--- config.mk ---
export PLATFORM = sky130hd
export DESIGN_NAME = scan_chain_ctrl_flat
export DESIGN_NICKNAME = d
export VERILOG_FILES = /design/src/rtl/scan_chain_ctrl_pkg.sv /design/src/rtl/scan_chain_ctrl_if.sv /design/src/rtl/scan_chain_ctrl_cnt.sv /design/src/rtl/scan_chain_ctrl.sv /design/src/flat_wrapper.sv
export SDC_FILE = /design/constraint.sdc
export NUM_CORES = 1
export LEC_CHECK = 0
export BUFFER_PORTS_ARGS = -buffer_cell sky130_fd_sc_hd__buf_2
export CELL_PAD_IN_SITES_DETAIL_PLACEMENT = 0
export CELL_PAD_IN_SITES_GLOBAL_PLACEMENT = 1
export CORE_MARGIN = 5
export CORE_UTILIZATION = 40
export DETAILED_ROUTE_END_ITERATION = 8
export MAX_ROUTING_LAYER = met4
export PLACE_DENSITY = 0.78
export SYNTH_ARGS = -nofsm -noshare
export SYNTH_HDL_FRONTEND = slang
export SYNTH_SLANG_ARGS = --single-unit
export TNS_END_PERCENT = 5
--- constraint.sdc ---
create_clock -name CLK -period 3.89 [get_ports CLK]
set_input_delay 0.778 -clock CLK [delete_from_list [all_inputs] [get_ports CLK]]
set_output_delay 0.778 -clock CLK [all_outputs]
set_load 0.005 [all_outputs]
--- src/rtl/scan_chain_ctrl_pkg.sv ---
// rtl/scan_chain_ctrl_pkg.sv - shared types and helpers for the scan chain sequencer
// Purpose: sequencer state encoding and the bit-counter width calculation.
// Ports: none (package).
package scan_chain_ctrl_pkg;

  localparam int STATE_W = 3;

  typedef enum logic [STATE_W-1:0] {
    IDLE      = 3'd0,
    PRESET    = 3'd1,
    SHIFT_IN  = 3'd2,
    CAPTURE   = 3'd3,
    SHIFT_OUT = 3'd4
  } state_e;

  // Counter must hold the largest reload value of any timed state.
  function automatic int cnt_width(input int chain_len, input int cap_cycles,
                                   input int preset_cycles);
    int m;
    m = chain_len;
    if (cap_cycles > m) m = cap_cycles;
    if (preset_cycles > m) m = preset_cycles;
    return $clog2(m + 1);
  endfunction

endpackage

--- src/rtl/scan_chain_ctrl_if.sv ---
// rtl/scan_chain_ctrl_if.sv - request/response interface between test access logic and the sequencer
// Purpose: groups the sequencer's request and result signals.
// Ports (signals):
//   start, preset_req, abort : one-cycle requests from the test access side
//   pattern [CHAIN_LEN]      : pattern sampled when start is accepted
//   busy, done               : sequencer status, done is a one-cycle pulse
//   response [CHAIN_LEN]     : captured chain contents, response[k] = flop k
// Modports: master = test access side, slave = sequencer.
interface scan_chain_ctrl_if #(
  parameter int CHAIN_LEN = 8
);
  logic                 start;
  logic [CHAIN_LEN-1:0] pattern;
  logic                 preset_req;
  logic                 abort;
  logic                 busy;
  logic                 done;
  logic [CHAIN_LEN-1:0] response;

  modport master (
    output start, pattern, preset_req, abort,
    input  busy, done, response
  );

  modport slave (
    input  start, pattern, preset_req, abort,
    output busy, done, response
  );
endinterface

--- src/rtl/scan_chain_ctrl_cnt.sv ---
// rtl/scan_chain_ctrl_cnt.sv - loadable down-counter with terminal flag
// Purpose: times each sequencer state; reloaded on every state entry.
// Ports:
//   CLK, RN  : clock and async active-low reset
//   load     : load load_val this edge (has priority over dec)
//   load_val : reload value
//   dec      : decrement this edge; holds at zero, never wraps
//   last     : count == 1, the state's final edge
module scan_chain_ctrl_cnt #(
  parameter int W = 4
) (
  input  logic         CLK,
  input  logic         RN,
  input  logic         load,
  input  logic [W-1:0] load_val,
  input  logic         dec,
  output logic         last
);

  logic [W-1:0] count;

  always_ff @(posedge CLK or negedge RN) begin
    if (!RN) begin
      count <= '0;
    end else if (load) begin
      count <= load_val;
    end else if (dec && (count != '0)) begin
      count <= count - W'(1);
    end
  end

  assign last = (count == W'(1));

endmodule

--- src/rtl/scan_chain_ctrl.sv ---
// rtl/scan_chain_ctrl.sv - scan chain sequencer: shift-in, capture, shift-out, preset
// Purpose: drives one muxed-scan chain of CHAIN_LEN async-set flops.
// Ports:
//   CLK, RN    : clock shared with the chain, async active-low reset
//   ctl        : request/response interface (slave side)
//   chain_so   : scan-out from flop 0
//   chain_se   : scan enable to all flops
//   chain_si   : scan-in to flop CHAIN_LEN-1
//   chain_setn : active-low async set to all flops
module scan_chain_ctrl
  import scan_chain_ctrl_pkg::*;
#(
  parameter int   CHAIN_LEN     = 8,
  parameter int   CAP_CYCLES    = 1,
  parameter int   PRESET_CYCLES = 2,
  parameter logic FILL_BIT      = 1'b0
) (
  input  logic                 CLK,
  input  logic                 RN,
  scan_chain_ctrl_if.slave     ctl,
  input  logic                 chain_so,
  output logic                 chain_se,
  output logic                 chain_si,
  output logic                 chain_setn
);

  localparam logic [STATE_W-1:0] S_IDLE      = IDLE;
  localparam logic [STATE_W-1:0] S_PRESET    = PRESET;
  localparam logic [STATE_W-1:0] S_SHIFT_IN  = SHIFT_IN;
  localparam logic [STATE_W-1:0] S_CAPTURE   = CAPTURE;
  localparam logic [STATE_W-1:0] S_SHIFT_OUT = SHIFT_OUT;

  localparam int CNT_W = cnt_width(CHAIN_LEN, CAP_CYCLES, PRESET_CYCLES);
  localparam logic [CNT_W-1:0] LD_LEN = CNT_W'(CHAIN_LEN);
  localparam logic [CNT_W-1:0] LD_CAP = CNT_W'(CAP_CYCLES);
  localparam logic [CNT_W-1:0] LD_PRE = CNT_W'(PRESET_CYCLES);

  logic [STATE_W-1:0]   state;
  logic                 busy_q;
  logic                 done_q;
  logic [CHAIN_LEN-1:0] response_q;
  logic [CHAIN_LEN-1:0] pat_sr;
  // Only CHAIN_LEN-1 bits are stored; the final bit goes straight from
  // chain_so into response on the done edge.
  logic [CHAIN_LEN-1:1] rsp_sr;
  logic [CHAIN_LEN-1:0] rsp_nxt;

  logic             cnt_load;
  logic [CNT_W-1:0] cnt_val;
  logic             cnt_dec;
  logic             cnt_last;

  assign rsp_nxt = {chain_so, rsp_sr};

  // Counter is reloaded on the edge that enters a timed state and
  // decremented on every other edge spent in one.
  always_comb begin
    cnt_load = 1'b0;
    cnt_val  = '0;
    cnt_dec  = 1'b0;
    case (state)
      S_IDLE: begin
        if (ctl.preset_req) begin
          cnt_load = 1'b1;
          cnt_val  = LD_PRE;
        end else if (ctl.start) begin
          cnt_load = 1'b1;
          cnt_val  = LD_LEN;
        end
      end
      S_SHIFT_IN: begin
        if (cnt_last) begin
          cnt_load = 1'b1;
          cnt_val  = LD_CAP;
        end else begin
          cnt_dec = 1'b1;
        end
      end
      S_CAPTURE: begin
        if (cnt_last) begin
          cnt_load = 1'b1;
          cnt_val  = LD_LEN;
        end else begin
          cnt_dec = 1'b1;
        end
      end
      default: cnt_dec = 1'b1;
    endcase
  end

  scan_chain_ctrl_cnt #(
    .W (CNT_W)
  ) u_cnt (
    .CLK      (CLK),
    .RN       (RN),
    .load     (cnt_load),
    .load_val (cnt_val),
    .dec      (cnt_dec),
    .last     (cnt_last)
  );

  always_ff @(posedge CLK or negedge RN) begin
    if (!RN) begin
      state      <= S_IDLE;
      chain_se   <= 1'b0;
      chain_si   <= 1'b0;
      chain_setn <= 1'b1;
      busy_q     <= 1'b0;
      done_q     <= 1'b0;
      response_q <= '0;
      pat_sr     <= '0;
      rsp_sr     <= '0;
    end else begin
      done_q <= 1'b0;
      if ((state != S_IDLE) && ctl.abort) begin
        state      <= S_IDLE;
        chain_se   <= 1'b0;
        chain_si   <= 1'b0;
        chain_setn <= 1'b1;
        busy_q     <= 1'b0;
      end else begin
        case (state)
          S_IDLE: begin
            // Preset wins; a start in the same cycle is dropped.
            if (ctl.preset_req) begin
              state      <= S_PRESET;
              chain_setn <= 1'b0;
              chain_se   <= 1'b0;
              busy_q     <= 1'b1;
            end else if (ctl.start) begin
              state    <= S_SHIFT_IN;
              pat_sr   <= ctl.pattern >> 1;
              chain_si <= ctl.pattern[0];
              chain_se <= 1'b1;
              busy_q   <= 1'b1;
            end
          end
          S_PRESET: begin
            if (cnt_last) begin
              state      <= S_IDLE;
              chain_setn <= 1'b1;
              busy_q     <= 1'b0;
            end
          end
          S_SHIFT_IN: begin
            chain_si <= pat_sr[0];
            pat_sr   <= pat_sr >> 1;
            if (cnt_last) begin
              state    <= S_CAPTURE;
              chain_se <= 1'b0;
              chain_si <= FILL_BIT;
            end
          end
          S_CAPTURE: begin
            if (cnt_last) begin
              state    <= S_SHIFT_OUT;
              chain_se <= 1'b1;
              chain_si <= FILL_BIT;
            end
          end
          S_SHIFT_OUT: begin
            rsp_sr <= rsp_nxt[CHAIN_LEN-1:1];
            if (cnt_last) begin
              state      <= S_IDLE;
              response_q <= rsp_nxt;
              done_q     <= 1'b1;
              busy_q     <= 1'b0;
              chain_se   <= 1'b0;
            end
          end
          default: begin
            state      <= S_IDLE;
            chain_se   <= 1'b0;
            chain_setn <= 1'b1;
            busy_q     <= 1'b0;
          end
        endcase
      end
    end
  end

  assign ctl.busy     = busy_q;
  assign ctl.done     = done_q;
  assign ctl.response = response_q;

endmodule

--- src/flat_wrapper.sv ---
// flat-port wrapper written by rule: the top's interface ports become plain ports
module scan_chain_ctrl_flat import scan_chain_ctrl_pkg::*;
#(
  parameter int   CHAIN_LEN     = 8,
  parameter int   CAP_CYCLES    = 1,
  parameter int   PRESET_CYCLES = 2,
  parameter logic FILL_BIT      = 1'b0
)
  (CLK, RN, chain_so, chain_se, chain_si, chain_setn, ctl_start, ctl_pattern, ctl_preset_req, ctl_abort, ctl_busy, ctl_done, ctl_response);
  scan_chain_ctrl_if #(.CHAIN_LEN(CHAIN_LEN)) ctl_i ();
  input  logic CLK;
  input  logic RN;
  input  logic chain_so;
  output logic chain_se;
  output logic chain_si;
  output logic chain_setn;
  input wire logic [$bits(ctl_i.start)-1:0] ctl_start;
  input wire logic [$bits(ctl_i.pattern)-1:0] ctl_pattern;
  input wire logic [$bits(ctl_i.preset_req)-1:0] ctl_preset_req;
  input wire logic [$bits(ctl_i.abort)-1:0] ctl_abort;
  output wire logic [$bits(ctl_i.busy)-1:0] ctl_busy;
  output wire logic [$bits(ctl_i.done)-1:0] ctl_done;
  output wire logic [$bits(ctl_i.response)-1:0] ctl_response;
  assign ctl_i.start = ctl_start;
  assign ctl_i.pattern = ctl_pattern;
  assign ctl_i.preset_req = ctl_preset_req;
  assign ctl_i.abort = ctl_abort;
  assign ctl_busy = ctl_i.busy;
  assign ctl_done = ctl_i.done;
  assign ctl_response = ctl_i.response;
  scan_chain_ctrl #(.CHAIN_LEN(CHAIN_LEN), .CAP_CYCLES(CAP_CYCLES), .PRESET_CYCLES(PRESET_CYCLES), .FILL_BIT(FILL_BIT)) u_core (.CLK(CLK), .RN(RN), .ctl(ctl_i), .chain_so(chain_so), .chain_se(chain_se), .chain_si(chain_si), .chain_setn(chain_setn));
endmodule
==> summary.md, run 1 <==
| Metric | Value |
|---|---|
| Max transition margin | `49.30%` |
| Cell row count | `24` |
| Die width | `76.46 um` |
| TritonCTS Buffers | `5` |
| Mapped Area | `0.001767 mm2` |
| Setup Skew | `0.01162 ns` |
| CTS tree | `built` |
| Skew-Pair Late Insertion Delay | `0.29 ns` |
| Area grow syn2layout | `14.24%` |
| DRC violations left | `0` |
| Final Instance Count excl. Fillers | `236` |
| Final setup fails | `0` |
| RSZ-0062 raised after global routing | `false` |
| Ratio of cells with drive above 1 in the final layout | `32.61%` |
| Clock Sinks | `34` |
| Vias after detailed routing | `1244` |
| GR Overflow Total | `0` |
| R2r startpoint | `u_core.u_cnt.count[1]$_DFFE_PN0P_` |
| Final Hold Viols | `0` |
| Chip height | `76.46 um` |
| First-pass GRT wire length | `6113 um` |
| Max VDD drop | `211.0 uV` |
| Max Fclk | `515.7 MHz` |
| Top post-synthesis cells by area | `dfrtp_1 47%, mux2_4 6.8%, mux2_2 5.7%` |
| Starting Density | `40.86%` |
| Syn nets | `174` |
| H-tree Lvls | `2` |
| Final net count | `200` |
| # fillers | `417` |
| Vias in the first global route | `1297` |
| Avg Cell Area, Syn | `11.25 um2` |
| Largest net degree at the start of global routing | `35` |
| Pint | `0.8199 mW` |
| CP startpoint | `u_core.u_cnt.count[1]$_DFFE_PN0P_` |
| Clk root buf | `clkbuf_8` |
| Count of unique library cells instantiated by Yosys | `44` |
| Yosys top cell area share | `46.74%` |
| ANT nets after route | `0` |
| Switching Share | `37.38%` |
| # diodes | `0` |
| Setup_tns | `0 ns` |
| Clock network fraction of design power | `20.6%` |
| Clk buf depth | `2` |
| Worst-path fanout max | `8` |
| Power Density | `648.8 mW/mm2` |
| Final period util | `49.85%` |
| WL final | `3536 um` |
| GR Util met3 | `4.137%` |
| Ports | `27` |
| Most frequent cells in the layout | `33 x dfrtp_1, 26 x buf_2, 13 x nand2_1, 13 x o21ai_0, 9 x mux2_2` |
| LEAKAGE | `0.9909 nW` |
| Core region area | `0.004324 mm2` |
| Input/output buffers | `26` |
| Status | `finished, final reports clean` |
| Worst EP arrival | `2.15 ns` |
| Comb pwr share | `38.3%` |
| Placed insts | `228` |
| Initial drt markers | `100` |
| Max cap viols | `0` |
| Critical path class | `reg -> reg` |
| Global-route layer with the greatest usage | `met2` |
| CP startpoint kind | `flop` |
| DP HPWL | `2480 um` |
| Final Wtd Congestion | `0.8353` |
| Setup ws final | `1.951 ns` |
| Seq cells post-synth | `34` |
| Reg power frac | `41.2%` |
| Cells after Synth | `157` |
| GRT Util Overall | `13.26%` |
| Total power | `1.309 mW` |
| Global-route met1 utilization | `16.14%` |
| Final slew viol count | `0` |
| Worst-path clk slew | `0.08 ns` |
| Setup bufs post-CTS | `0` |
| Sw Pwr | `0.4895 mW` |
| Hold Buf Count CTS | `0` |
| Worst EP required | `4.10 ns` |
| Worst-Margin Slew | `0.7606 ns` |
| Crit path time final | `1.939 ns` |
| Pre-CTS WS | `1.976 ns` |
| Post-CTS Resized | `0` |
| Via/cell ratio | `5.271` |
| CP endpoint kind | `flop` |
| First-pass detailed-route iteration total | `4` |
| Hold crit path type | `reg -> reg` |
| Met2 Use GR | `20.46%` |
| Largest area contributor in the netlist | `dfrtp_1` |
| Register area share after synthesis | `48.23%` |
| YS warnings | `0` |
| Drt wl/cell | `14.98 um` |
| Initial antenna violation count | `0` |
| Most common cell after layout, fill and taps aside | `dfrtp_1` |
| Die area | `0.005846 mm2` |
| Min-delay src | `u_core.pat_sr[6]$_DFFE_PN0P_` |
## flip-flops by register name, indices dropped and copies added, names as in the netlist
name                 cells
u_core.chain_se          1
u_core.chain_setn        1
u_core.chain_si          1
u_core.ctl.busy          1
u_core.ctl.done          1
u_core.ctl.response      8
u_core.pat_sr            7
u_core.rsp_sr            7
u_core.state             3
u_core.u_cnt.count       4
## through the flow
step	hold WS (ns)	cell area [um2]	util [%]
3_5_place_dp	0.4795	1927	44.56
5_1_grt	0.5176	2018	46.67
2_1_floorplan	0.4496	1767	-
4_1_cts	0.4948	2018	46.67
6_report	0.4915	2018	46.67
3_3_place_gp	0.4633	1927	44.56
## cells by family after synthesis
logic type | share of synthesized area [%]
multiplexers | 15.94
adder cells (fa/ha/maj) | 2.125
AND/OR/NAND/NOR | 15.23
AO/OA/AOI/OAI | 14.59
buffers and inverters | 3.895
flip-flops | 48.23
## Yosys cell counts (all sizes together)
library cell	n
o41ai	1
a22o	1
nand2b	1
a21boi	1
ha	3
nor3b	3
mux2	17
or3b	2
nand2	14
o21ai	15
or2b	1
clkbuf	2
o22ai	3
a2bb2oi	1
nor2	9
a22oi	2
o31ai	1
nand3	2
dfrtp	33
a21oi	8
or3	2
nor2b	3
o21a	2
buf	6
nand4	1
nand3b	1
a21o	1
inv	7
mux2i	6
dfstp	1
o32a	1
a211oi	1
a221oi	1
nor3	4
## critical path, cell delays in order, from the launching register on
cell	delay, ns
dfrtp_1	0.38
inv_1	0.13
ha_1	0.18
nor3b_4	0.51
a221oi_2	0.20
mux2_2	0.32
o21ai_0	0.14
## final cells by class
| cell class | instances | area, um2 | area share [%] |
|---|---|---|---|
| clock buffer | 7 | 86.33 | 4.278 |
| clock inverter | 1 | 5.005 | 0.2480 |
| inverter | 7 | 26.28 | 1.302 |
| multi-input combinational | 108 | 845.8 | 41.91 |
| sequential | 34 | 852.1 | 42.22 |
| tap | 52 | 65.06 | 3.224 |
| timing repair buffer | 27 | 137.6 | 6.820 |
## per-layer routing
metal  wire [um]  vias to the layer above  share of wire [%]
li1            -                      615                  -
met1        1619                      590                 46
met3         151                        7                4.3
met4          57                        0                1.6
met5           0                        -                  0
met2        1708                       32                 48
## power groups by stage
stage                     Combinational (mW)  Clock [mW]  Sequential [mW]
final                                  0.501       0.269            0.539
after global routing                   0.569       0.297            0.553
after CTS                              0.507       0.279            0.538
after detailed placement               0.503           0            0.544
after global placement                 0.484           0            0.541
after floorplan                        0.421           0            0.506
## final timing paths
kind,to,slack (ns),cells after the start
min in group asynchronous,u_core.chain_si$_DFFE_PN0P_,0.56,1
hold / removal,u_core.pat_sr[6]$_DFFE_PN0P_,0.49,2
setup reg to reg,u_core.u_cnt.count[1]$_DFFE_PN0P_,1.95,6
setup / recovery,u_core.u_cnt.count[1]$_DFFE_PN0P_,1.95,6
hold reg to reg,u_core.pat_sr[6]$_DFFE_PN0P_,0.49,2
max in group asynchronous,u_core.ctl.done$_DFF_PN0_,2.84,1
No activity file was read; power rests on OpenSTA's default activity.
==> run 2, diff against run 1 <==
==> constraint.sdc (replaced) <==
create_clock -name CLK -period 1.95 [get_ports CLK]
set_input_delay 0.39 -clock CLK [delete_from_list [all_inputs] [get_ports CLK]]
set_output_delay 0.39 -clock CLK [all_outputs]
set_load 0.005 [all_outputs]
==> run 2 against run 1 <==
Worst setup slack worse by 1.9 ns. Die area stayed put. Wire length is 0.23% higher.
==> summary.md, run 2 (same netlist as run 1, synthesis figures left out) <==
| Metric | Value |
|---|---|
| TritonCTS Buffers | `5 (unchanged)` |
| Ports | `27 (unchanged)` |
| H-tree Lvls | `2 (unchanged)` |
| Final Instance Count excl. Fillers | `241 (was 236)` |
| Dpl cell area | `0.001949 mm2 (was 0.001927 mm2)` |
| DRC violations left | `0 (unchanged)` |
| Most frequent cells in the layout | `33 x dfrtp_1, 26 x buf_2, 13 x nand2_1, 13 x o21ai_0, 9 x mux2_2 (unchanged)` |
| # diodes | `0 (unchanged)` |
| Clk root buf | `clkbuf_8 (unchanged)` |
| Max Fclk | `533.4 MHz (was 515.7 MHz)` |
| Reg power frac | `38.8% (was 41.2%)` |
| First-pass GRT wire length | `6230 um (was 6113 um)` |
| Worst EP required | `2.12 ns (was 4.10 ns)` |
| Max transition margin | `50.71% (was 49.30%)` |
| Cell row count | `24 (unchanged)` |
| Worst-path fanout max | `7 (was 8)` |
| Max FFs per register | `8 (unchanged)` |
| Final slew viol count | `0 (unchanged)` |
| Initial drt markers | `106 (was 100)` |
| Final Util | `47.89% (was 46.67%)` |
| Worst-Margin Slew | `0.7394 ns (was 0.7606 ns)` |
| Skew-Pair Late Insertion Delay | `0.28 ns (was 0.29 ns)` |
| Via/cell ratio | `5.266 (was 5.271)` |
| Pint | `1.698 mW (was 0.8199 mW)` |
| Crit path time final | `1.875 ns (was 1.939 ns)` |
| Vias in the first global route | `1327 (was 1297)` |
| Final setup fails | `0 (unchanged)` |
| Ratio of cells with drive above 1 in the final layout | `34.92% (was 32.61%)` |
| Clock network fraction of design power | `19.8% (was 20.6%)` |
| RSZ-0062 raised after global routing | `true (was false)` |
| Comb pwr share | `41.3% (was 38.3%)` |
| Starting Density | `40.86% (unchanged)` |
| Max cap viols | `0 (unchanged)` |
| CP startpoint kind | `flop (unchanged)` |
| GR Overflow Total | `0 (unchanged)` |
| Area grow syn2layout | `17.21% (was 14.24%)` |
| Input/output buffers | `26 (unchanged)` |
| Worst-path clk slew | `0.07 ns (was 0.08 ns)` |
| Final Hold Viols | `0 (unchanged)` |
| Drt wl/cell | `14.71 um (was 14.98 um)` |
| DP HPWL | `2581 um (was 2480 um)` |
| Setup Skew | `0.006159 ns (was 0.01162 ns)` |
| Largest net degree at the start of global routing | `35 (unchanged)` |
| Total power | `2.704 mW (was 1.309 mW)` |
| Setup_tns | `0 ns (unchanged)` |
| Final net count | `205 (was 200)` |
| Hold Buf Count CTS | `0 (unchanged)` |
| Worst EP arrival | `2.05 ns (was 2.15 ns)` |
| Max VDD drop | `578.3 uV (was 211.0 uV)` |
| Sw Pwr | `1.007 mW (was 0.4895 mW)` |
| Initial antenna violation count | `0 (unchanged)` |
| First-pass detailed-route iteration total | `4 (unchanged)` |
| WL final | `3544 um (was 3536 um)` |
| Switching Share | `37.23% (was 37.38%)` |
| Final Instance Area | `0.002071 mm2 (was 0.002018 mm2)` |
| Status | `finished, final reports clean (unchanged)` |
| Vias after detailed routing | `1269 (was 1244)` |
| # fillers | `429 (was 417)` |
| Clock Sinks | `34 (unchanged)` |
| CTS tree | `built (unchanged)` |
| Power Density | `1306 mW/mm2 (was 648.8 mW/mm2)` |
| Die area | `0.005846 mm2 (unchanged)` |
| GRT Util Overall | `13.26% (about the same)` |
| Critical path class | `reg -> reg (unchanged)` |
| Final period util | `96.15% (was 49.85%)` |
| Placed insts | `231 (was 228)` |
| Final Wtd Congestion | `0.8277 (was 0.8353)` |
| LEAKAGE | `1.017 nW (was 0.9909 nW)` |
| Chip height | `76.46 um (unchanged)` |
| Most common cell after layout, fill and taps aside | `dfrtp_1 (unchanged)` |
| Core region area | `0.004324 mm2 (unchanged)` |
| Die width | `76.46 um (unchanged)` |
| CP endpoint kind | `flop (unchanged)` |
| Clk buf depth | `2 (unchanged)` |
| ANT nets after route | `0 (unchanged)` |
| Hold crit path type | `in -> async (was reg -> reg)` |
run 2: cell count changes in the layout (fill, tap and decap cells not counted):
cell	change
buf_4	+5
a221oi_4	+1
a221oi_2	-1
clkinvlp_4	+1
clkbuf_1	-1
run 2: worst paths after layout:
path,start,end,slack [ns],cells after the start
worst max-delay path,u_core.u_cnt.count[1]$_DFFE_PN0P_,u_core.u_cnt.count[3]$_DFFE_PN0P_,0.08,6
worst min-delay path,RN,u_core.ctl.busy$_DFFE_PN0P_,0.16,1
worst max register to register,u_core.u_cnt.count[1]$_DFFE_PN0P_,u_core.u_cnt.count[3]$_DFFE_PN0P_,0.08,6
worst min register to register,u_core.pat_sr[3]$_DFFE_PN0P_,u_core.pat_sr[3]$_DFFE_PN0P_,0.49,2
max in group asynchronous,RN,u_core.rsp_sr[1]$_DFFE_PN0P_,1.31,1
min in group CLK,chain_so,u_core.ctl.response[7]$_DFFE_PN0P_,0.36,2
run 2: worst max-delay path, cell delays in order (launching register included):
cell	delay, ns
dfrtp_1	0.37
inv_1	0.12
ha_1	0.18
or3b_1	0.47
o22ai_2	0.36
o21ai_0	0.15
o21a_1	0.12
run 2: stage by stage:
| step | setup slack [ns] | hold WS, ns |
|---|---|---|
| floorplan | 0.2250 | 0.09441 |
| global placement | 0.1455 | 0.4626 |
| detailed placement | 0.07526 | 0.4746 |
| CTS | 0.04623 | 0.2041 |
| global route | -0.04331 | 0.2449 |
| finish | 0.07509 | 0.1650 |
run 2: metal layers:
metal / share of wire (%) / vias up / GRT usage, %
met5: 0 / - / -
met4: 1.1 / 0 / 4.021
met3: 4.4 / 4 / 4.019
met2: 50 / 31 / 20.38
met1: 45 / 618 / 16.84
li1: - / 616 / -
run 2: cell type report:
cell class	instances	area, um2	share of cell area [%]
Clock buffer	6	82.58	3.988
Clock inverter	2	12.51	0.6042
Inverter	7	26.28	1.269
Multi-Input combinational cell	108	857.1	41.39
Sequential cell	34	852.1	41.15
Tap cell	52	65.06	3.142
Timing Repair Buffer	32	175.2	8.459
run 2: power by group through the flow:
stage,Combinational [mW],Clock [mW],Sequential (mW)
after floorplan,0.839,0,1.01
after global placement,1.02,0,1.05
after detailed placement,1.06,0,1.06
after CTS,1.07,0.557,1.05
after global routing,1.25,0.591,1.09
final,1.12,0.536,1.05
run 2: what timing repair did:
item,CTS,global route
endpoints found under the setup margin,0,2
setup buffers,0,2
gates resized for setup,0,1
